`config.mk`:
```
export PLATFORM = sky130hd
export DESIGN_NAME = cv32e40p_obi_fetch_unit
export DESIGN_NICKNAME = d
export VERILOG_FILES = /design/src/rtl/cv32e40p_pkg.sv /design/src/rtl/cv32e40p_fetch_fifo.sv /design/src/rtl/cv32e40p_obi_fetch_unit.sv
export SDC_FILE = /design/constraint.sdc
export NUM_CORES = 1
export LEC_CHECK = 0
export ABC_AREA = 1
export CAP_MARGIN = 20
export CELL_PAD_IN_SITES_DETAIL_PLACEMENT = 0
export CELL_PAD_IN_SITES_GLOBAL_PLACEMENT = 1
export CORE_MARGIN = 1.5
export CORE_UTILIZATION = 39
export CTS_CLUSTER_DIAMETER = 150
export DETAILED_ROUTE_END_ITERATION = 10
export PLACE_DENSITY = 0.79
export REMOVE_ABC_BUFFERS = 1
export SYNTH_ARGS = -nofsm -noshare
export SYNTH_HDL_FRONTEND = slang
export SYNTH_SLANG_ARGS = --single-unit
```
`constraint.sdc`:
```
create_clock -name clk -period 7.7 [get_ports clk]
set_clock_uncertainty 0.05 [all_clocks]
set_input_delay 1.54 -clock clk [delete_from_list [all_inputs] [get_ports clk]]
set_output_delay 1.54 -clock clk [all_outputs]
set_load 0.03 [all_outputs]
```
`src/rtl/cv32e40p_pkg.sv`:
```
// Shared types for the instruction fetch path.
package cv32e40p_pkg;

    // Fetch FSM: BRANCH_WAIT holds a stale ungranted request until it is granted.
    typedef enum logic [0:0] {
        FETCH_IDLE        = 1'b0,
        FETCH_BRANCH_WAIT = 1'b1
    } fetch_state_e;

    // One buffered OBI response: read data plus its bus error flag.
    typedef struct packed {
        logic        err;
        logic [31:0] rdata;
    } fetch_entry_t;

    localparam logic [31:0] WORD_ALIGN_MASK = 32'hFFFF_FFFC;

    localparam logic [31:0] WORD_BYTES = 32'd4;

endpackage

```
`src/rtl/cv32e40p_fetch_fifo.sv`:
```
// Response buffer for the fetch unit: strict FIFO of {err, rdata} entries with flush.
module cv32e40p_fetch_fifo
    import cv32e40p_pkg::*;
#(
    parameter int unsigned DEPTH = 2,
    localparam int unsigned PTR_W = (DEPTH > 1) ? $clog2(DEPTH) : 1,
    localparam int unsigned CNT_W = $clog2(DEPTH + 1)
) (
    input  logic               clk,
    input  logic               rst,
    input  logic               flush_i,
    input  logic               push_i,
    input  fetch_entry_t       push_data_i,
    input  logic               pop_i,
    output fetch_entry_t       pop_data_o,
    output logic [CNT_W-1:0]   count_o,
    output logic               empty_o,
    output logic               full_o
);

    fetch_entry_t     mem_q [DEPTH];
    logic [PTR_W-1:0] rptr_q, rptr_d;
    logic [PTR_W-1:0] wptr_q, wptr_d;
    logic [CNT_W-1:0] cnt_q, cnt_d;
    logic             do_push;
    logic             do_pop;

    assign empty_o    = (cnt_q == '0);
    assign full_o     = (cnt_q == CNT_W'(DEPTH));
    assign count_o    = cnt_q;
    assign pop_data_o = mem_q[rptr_q];

    // Pointer and occupancy update; flush wins over push/pop.
    always_comb begin
        rptr_d  = rptr_q;
        wptr_d  = wptr_q;
        cnt_d   = cnt_q;
        do_pop  = pop_i && !empty_o;
        do_push = push_i && (!full_o || do_pop);
        if (flush_i) begin
            rptr_d = '0;
            wptr_d = '0;
            cnt_d  = '0;
        end else begin
            if (do_push) begin
                wptr_d = wptr_q + PTR_W'(1);
            end
            if (do_pop) begin
                rptr_d = rptr_q + PTR_W'(1);
            end
            cnt_d = cnt_q + CNT_W'(do_push) - CNT_W'(do_pop);
        end
    end

    // Pointer and count registers.
    always_ff @(posedge clk or posedge rst) begin
        if (rst) begin
            rptr_q <= '0;
            wptr_q <= '0;
            cnt_q  <= '0;
        end else begin
            rptr_q <= rptr_d;
            wptr_q <= wptr_d;
            cnt_q  <= cnt_d;
        end
    end

    // Storage array; contents are only observed through a non-empty FIFO.
    always_ff @(posedge clk) begin
        if (do_push && !flush_i) begin
            mem_q[wptr_q] <= push_data_i;
        end
    end

endmodule

```
`src/rtl/cv32e40p_obi_fetch_unit.sv`:
```
// Instruction-side OBI master: issues word fetches, tracks outstanding
// transactions, drops stale responses after a branch and delivers words.
module cv32e40p_obi_fetch_unit
    import cv32e40p_pkg::*;
#(
    parameter int unsigned FIFO_DEPTH      = 2,
    parameter int unsigned MAX_OUTSTANDING = 2,
    parameter bit          PULP_OBI        = 1'b0
) (
    input  logic        clk,
    input  logic        rst,
    input  logic        req_i,
    input  logic        branch_i,
    input  logic [31:0] branch_addr_i,
    output logic        fetch_valid_o,
    input  logic        fetch_ready_i,
    output logic [31:0] fetch_rdata_o,
    output logic        fetch_err_o,
    output logic        instr_req_o,
    output logic [31:0] instr_addr_o,
    input  logic        instr_gnt_i,
    input  logic        instr_rvalid_i,
    input  logic [31:0] instr_rdata_i,
    input  logic        instr_err_i,
    output logic        busy_o
);

    localparam int unsigned CNT_W  = $clog2(FIFO_DEPTH + 2);
    localparam int unsigned FCNT_W = $clog2(FIFO_DEPTH + 1);

    fetch_state_e      state_q, state_d;
    logic              armed_q, armed_d;
    logic              hold_q, hold_d;
    logic [31:0]       next_addr_q, next_addr_d;
    logic [31:0]       stale_addr_q, stale_addr_d;
    logic [CNT_W-1:0]  out_q, out_d;
    logic [CNT_W-1:0]  discard_q, discard_d;

    logic              req_c;
    logic [31:0]       addr_c;
    logic              gnt_hs;
    logic              credit_ok;
    logic              enter_bw;
    logic              stale_pending;
    logic              resp_keep;
    logic              bypass;
    logic              valid_c;
    fetch_entry_t      resp_entry;
    fetch_entry_t      out_entry;

    logic              fifo_push;
    logic              fifo_pop;
    fetch_entry_t      fifo_rdata;
    logic [FCNT_W-1:0] fifo_count;
    logic              fifo_empty;
    logic              fifo_full;

    // Request/address generation, branch handling, credit and delivery logic.
    always_comb begin
        state_d       = state_q;
        armed_d       = armed_q || branch_i;
        next_addr_d   = next_addr_q;
        stale_addr_d  = stale_addr_q;
        discard_d     = discard_q;
        req_c         = 1'b0;
        addr_c        = next_addr_q;
        enter_bw      = 1'b0;
        stale_pending = 1'b0;

        credit_ok = (out_q < CNT_W'(MAX_OUTSTANDING)) &&
                    (((CNT_W+1)'(out_q) + (CNT_W+1)'(fifo_count)) < (CNT_W+1)'(FIFO_DEPTH));

        if (state_q == FETCH_BRANCH_WAIT) begin
            req_c  = 1'b1;
            addr_c = stale_addr_q;
        end else begin
            // A pending ungranted request stays up unless legacy mode lets a branch retract it.
            req_c = (hold_q && !(PULP_OBI && branch_i)) ||
                    (armed_q && req_i && !branch_i && credit_ok);
        end
        gnt_hs = req_c && instr_gnt_i;

        enter_bw = !PULP_OBI && branch_i && (state_q == FETCH_IDLE) && hold_q && !instr_gnt_i;
        stale_pending = enter_bw || ((state_q == FETCH_BRANCH_WAIT) && !instr_gnt_i);

        if (state_q == FETCH_BRANCH_WAIT) begin
            if (instr_gnt_i) begin
                state_d = FETCH_IDLE;
            end
        end else if (enter_bw) begin
            state_d      = FETCH_BRANCH_WAIT;
            stale_addr_d = next_addr_q;
        end

        // Only grants of the live stream advance the fetch address.
        if ((state_q == FETCH_IDLE) && gnt_hs) begin
            next_addr_d = next_addr_q + WORD_BYTES;
        end
        if (branch_i) begin
            next_addr_d = branch_addr_i & WORD_ALIGN_MASK;
        end

        out_d = out_q + CNT_W'(gnt_hs) - CNT_W'(instr_rvalid_i);

        if (branch_i) begin
            discard_d = out_d + CNT_W'(stale_pending);
        end else if (instr_rvalid_i && (discard_q != '0)) begin
            discard_d = discard_q - CNT_W'(1);
        end

        resp_keep = instr_rvalid_i && !branch_i && (discard_q == '0);
        bypass    = resp_keep && fifo_empty && fetch_ready_i;
        fifo_push = resp_keep && !bypass;
        fifo_pop  = !branch_i && !fifo_empty && fetch_ready_i;
        valid_c   = !branch_i && (!fifo_empty || resp_keep);

        resp_entry.err   = instr_err_i;
        resp_entry.rdata = instr_rdata_i;
        out_entry        = fifo_empty ? resp_entry : fifo_rdata;
        if (!valid_c) begin
            out_entry = '0;
        end

        hold_d = (state_d == FETCH_IDLE) && req_c && !instr_gnt_i;
    end

    // State, address and counter registers.
    always_ff @(posedge clk or posedge rst) begin
        if (rst) begin
            state_q      <= FETCH_IDLE;
            armed_q      <= 1'b0;
            hold_q       <= 1'b0;
            next_addr_q  <= '0;
            stale_addr_q <= '0;
            out_q        <= '0;
            discard_q    <= '0;
        end else begin
            state_q      <= state_d;
            armed_q      <= armed_d;
            hold_q       <= hold_d;
            next_addr_q  <= next_addr_d;
            stale_addr_q <= stale_addr_d;
            out_q        <= out_d;
            discard_q    <= discard_d;
        end
    end

    cv32e40p_fetch_fifo #(
        .DEPTH (FIFO_DEPTH)
    ) u_fifo (
        .clk         (clk),
        .rst         (rst),
        .flush_i     (branch_i),
        .push_i      (fifo_push),
        .push_data_i (resp_entry),
        .pop_i       (fifo_pop),
        .pop_data_o  (fifo_rdata),
        .count_o     (fifo_count),
        .empty_o     (fifo_empty),
        .full_o      (fifo_full)
    );

    assign instr_req_o   = req_c;
    assign instr_addr_o  = addr_c;
    assign fetch_valid_o = valid_c;
    assign fetch_rdata_o = out_entry.rdata;
    assign fetch_err_o   = out_entry.err;
    assign busy_o        = req_c || (out_q != '0);

    // The credit rule must keep a response from ever landing on a full FIFO.
    a_no_overflow: assert property (@(posedge clk) disable iff (rst)
        !(fifo_push && fifo_full && !fifo_pop));

endmodule

```
---- Word level (Yosys, flattened, before mapping) ----
Memory sizes are Yosys's and may differ from the RTL's.
Index checks and enable logic that the tools add are counted.
operators by class
  equality and inequality tests ........... 1
  bitwise operators ....................... 2
  mux-type cells .......................... 18
  reduce and logical (&&, ||, !) cells .... 44
  magnitude comparators ................... 2
  add/sub/neg operators ................... 10
operators by type and width
  operator               number
  $mux 32                3
  $mux 33                2
  $add 32x3->32 const B  1
  $logic_and 1x1->1      24
  $reduce_bool 2->1      6
  $mux 1                 10
  $add 2x1->2            3
  $logic_or 1x1->1       6
  $mux 2                 3
  $logic_not 1->1        5
  $logic_not 2->1        2
  $sub 2x1->2            2
  $add 2x2->3            1
  $lt 3x2->1 const B     1
  $add 1x1->1 const B    2
  $eq 2x2->1 const B     1
  $lt 2x2->1 const B     1
  $not 1->1              2
  $reduce_and 2->1       1
  $sub 2x1->2 const B    1
storage, ports and cells
  bits in writable memories ............... 66
  register bits ........................... 75
  output and inout port bits .............. 68
  input port bits ......................... 72
  memories kept ........................... 1
  logic and storage cells ................. 88
memories
  name          words  bits a word  read ports  clocked after Yosys merged registers in  write ports  RTL line                   RTL
  u_fifo.mem_q  2      33           1           0                                        1            cv32e40p_fetch_fifo.sv:21  fetch_entry_t mem_q [DEPTH];

---- Logic depth before layout (Yosys ltp) ----
  depth in word-level cells ............... 11
  depth in mapped cells ................... 16
  depth with buffers taken out ............ 16

---- By module ----
A second synthesis with hierarchy kept.
unflattened totals
  cells, all modules ...................... 911
  area total of the unflattened synthesis .. 7596.0 um2
modules (own cells, without submodules)
  module                   cells each  seq. area each (um2)  area an instance (um2)  instances
  cv32e40p_obi_fetch_unit  699         1676.6                4919.7                  1
  cv32e40p_fetch_fifo      212         2082.0                2676.3                  1

---- Worst setup path before layout ----
No wires, ideal clock.
  path type ............................... input to output
  from .................................... input instr_rvalid_i
  to ...................................... output fetch_rdata_o[23]
  path buffers ............................ 1
  required time ........................... 6.110 ns
  setup slack ............................. 3.373 ns
  data arrival time ....................... 2.737 ns
  stages on the path ...................... 7
  cell sequence ........................... nand2_1 nor2_1 a21oi_1 inv_1 buf_2 o21ai_0 a31oi_1
on the way
  longest elaborated chain between the ends .. 5
RTL lines
  what                            RTL line                        RTL
  start: declaration              cv32e40p_obi_fetch_unit.sv:22   input logic instr_rvalid_i,
  $logic_and 1x1->1 (2 in a row)  cv32e40p_obi_fetch_unit.sv:111  resp_keep = instr_rvalid_i && !branch_i && (discard_q == '0);
  $logic_or 1x1->1                cv32e40p_obi_fetch_unit.sv:115  valid_c = !branch_i && (!fifo_empty || resp_keep);
  $logic_and 1x1->1               cv32e40p_obi_fetch_unit.sv:115
  via fetch_valid_o               cv32e40p_obi_fetch_unit.sv:15   output logic fetch_valid_o,
  $mux 33                         cv32e40p_obi_fetch_unit.sv:120  if (!valid_c) begin
  end: declaration                cv32e40p_obi_fetch_unit.sv:17   output logic [31:0] fetch_rdata_o,
The timed path passes the listed nets, and every way through them passes these cells.

---- Final worst setup path ----
  from .................................... input branch_i
  to ...................................... output fetch_err_o
on the way
  longest elaborated chain between the ends .. 6
RTL lines
  what                            RTL line                                                        RTL
  start: declaration              cv32e40p_obi_fetch_unit.sv:13                                   input logic branch_i,
  $logic_not 1->1 *               cv32e40p_obi_fetch_unit.sv:111, cv32e40p_obi_fetch_unit.sv:115
  $logic_and 1x1->1 (2 in a row)  cv32e40p_obi_fetch_unit.sv:111
  $logic_or 1x1->1                cv32e40p_obi_fetch_unit.sv:115
  $logic_and 1x1->1 *             cv32e40p_obi_fetch_unit.sv:115
  $mux 33 *                       cv32e40p_obi_fetch_unit.sv:120
  end: declaration                cv32e40p_obi_fetch_unit.sv:18                                   output logic fetch_err_o,
Every way passes the cells marked *; elsewhere a longest branch is shown, timed or not.

==> metrics <==
outcome=completed; hold crit path type=register to register; leakage power=3.77 nW; Worst-path clk slew=roughly 60 ps; post-synthesis sequential area ratio=approximately 53%; CTS tree=built; final wirelength=17.7 mm; drt first pass iters=5; CTS buffer count=17; antenna cells=0; H-tree Lvls=4; Initial DRC Count=~360; first-pass GRT wire length=28.7 mm; synth unique cells=37; CP Launch Type=input pin; Crit path required time=just over 6000 ps; std cell rows=49; fin. max-slew vios=0; worst rel slew slack=34.8%; minimum clock period=around 5800 ps; initial antenna violation count=0; P per Cell Area=276 nW/um^2; PortBufs=135; Fillers=~1.7k; Via density=4.85; ranking of synthesized cells by area=edfxtp_1, dfrtp_1, nand2_1, o21ai_0, nand3_1; Yosys reg bits=137; Sequential cell area=3760 um^2; max-cap violations=0; FMAX=0.172 GHz; via count=5931; Worst Hold Slack=421 ps; Nets=1062; VDD IR max=0.000177 V; fraction of layout cells with a size suffix above 1=7.14%; Core Area=17900 um^2; number of clock sinks=about 140; clock root cell=clkbuf_16; hold buffer count at cts=0; Slew @ Worst Pin=slightly below 1000 ps; most area-hungry cell type in the Yosys netlist=edfxtp_1; setup repair after global routing missed its margin=false; synthesized netlist cell count=between 800 and 900; clk_lat worst skew=420 ps; largest net degree at the start of global routing=72; GR Util All Layers=18.8%; Yosys warning count=0; Hold Vio Cnt, Final=0; crit path DAT=4220 ps; post-route clock period utilization=75.4%; GPL Wtd Cong=0.831; post-detailed-route count of antenna-violating nets=0; Clock Path Buffers=2; crit path max fanout=34; DRC errors left=0; post-DP HPWL=11.7 mm; starting density of the core=39.7%; Die X=138 um; I/O pin count=140; Placed Instance Area=8580 um^2; Synth top area share=27.9%; gr ovfl total=0; WL per Instance=roughly 14 um; setup bufs post-CTS=0; CP Capture Type=primary output; vias in the first global route=5548; setup tns final=0 ps; final setup vio count=0; Die ar.=19100 um^2; final instance area=9230 um^2; worst setup path category=input pin to primary output; area taken by multi-input logic gates=2890 um^2; Synth Area per Inst=8.23 um^2; area grow syn2layout=29.7%; mapped cell area=7110 um^2; cts repair resizes=0; Vert. Die Dim=138 um
==> state kept, by name, summed over array words and instances (netlist names) <==
register and count:
u_fifo.wptr_q 1, discard_q 2, state_q 1, u_fifo.rptr_q 1
hold_q 1, out_q 2, u_fifo.count_o 2, next_addr_q 30
stale_addr_q 30, armed_q 1, u_fifo.mem_q 66
==> final timing paths <==
kind | start | slack, ps | cells after the start | endpoint
setup / recovery | branch_i | 1890 | 7 | fetch_err_o
hold / removal | armed_q$_DFF_PP0_ | 420 | 1 | armed_q$_DFF_PP0_
setup reg to reg | state_q$_DFF_PP0_ | 4820 | 6 | next_addr_q[11]$_DFFE_PP0P_
hold reg to reg | armed_q$_DFF_PP0_ | 420 | 1 | armed_q$_DFF_PP0_
max in group asynchronous | rst | 5230 | 3 | state_q$_DFF_PP0_
min in group asynchronous | rst | 1710 | 3 | u_fifo.wptr_q$_DFFE_PP0P_
==> through the flow <==
stage / power [mW] / setup slack [ps] / cells / util (%)
5_1_grt: 2.69 / 1610 / 1224 / 51.5
3_3_place_gp: 1.74 / 1810 / 1189 / 47.9
4_1_cts: 2.56 / 1810 / 1221 / 51.2
3_5_place_dp: 1.76 / 1800 / 1189 / 47.9
6_report: 2.54 / 1890 / 1224 / 51.5
2_1_floorplan: 1.46 / 2540 / 819 / -
==> placed cells by master, fill, tap and decap left out, drive strengths merged, types with 8 or more instances in the layout <==
cell	Yosys	final
clkbuf	23	19
or2	8	8
nand2	303	303
clkdlybuf4s50	0	135
o21ai	107	107
dfrtp	71	71
inv	65	68
nor2	61	61
a31oi	33	33
edfxtp	66	66
nand3	65	65
buf	23	9
==> logic make-up (layout without fill, tap and decap cells) <==
logic type,after synthesis,count (layout),share of synthesized area (%)
compound gates,151,151,11.6
simple gates,447,447,26.3
fa+ha+maj,8,8,1.51
other cells,1,2,0.0527
xor+xnor,8,8,0.985
buf+inv,112,242,6.68
flops,137,137,52.8
==> worst max-delay path: stages <==
cell and delay (ps):
clkdlybuf4s50_1 560, nor2_1 220, a21oi_1 60, inv_1 690, o21ai_0 210, a31oi_1 220
clkdlybuf4s50_1 720
==> cell usage after synthesis (all sizes together) <==
library cell / n
nor3: 3
o211ai: 3
dfrtp: 71
nor2: 61
conb: 1
fa: 1
or3: 1
a21oi: 7
edfxtp: 66
buf: 23
nand2: 303
clkinv: 1
a31oi: 33
xnor2: 1
and2: 2
o21bai: 1
ha: 7
clkbuf: 23
nand3: 65
nand3b: 1
inv: 65
o21ai: 107
xor2: 7
nand4: 3
or2: 8
==> power by group <==
group | switching (mW) | total, mW | internal (mW)
logic | 0.462 | 0.759 | 0.297
registers | 0.0987 | 0.986 | 0.887
clock network | 0.319 | 0.799 | 0.480
total | 0.879 | 2.54 | 1.66
==> per-layer routing <==
layer	vias up	global-route usage [%]	share of wire, %
met1	2667	26.1	48
met2	169	30.1	46
met5	-	0	0
met4	0	5.48	0.78
li1	3086	-	-
met3	9	3.67	4.6
==> area by class of cell <==
type	instances	share of cell area (%)
sequential	137	40.8
timing repair buffer	144	15.9
multi-input combinational	616	31.3
tap	229	3.11
clock inverter	13	1.57
clock buffer	19	4.69
inverter	66	2.69
Note: power is estimated with default switching activity, not from simulation.
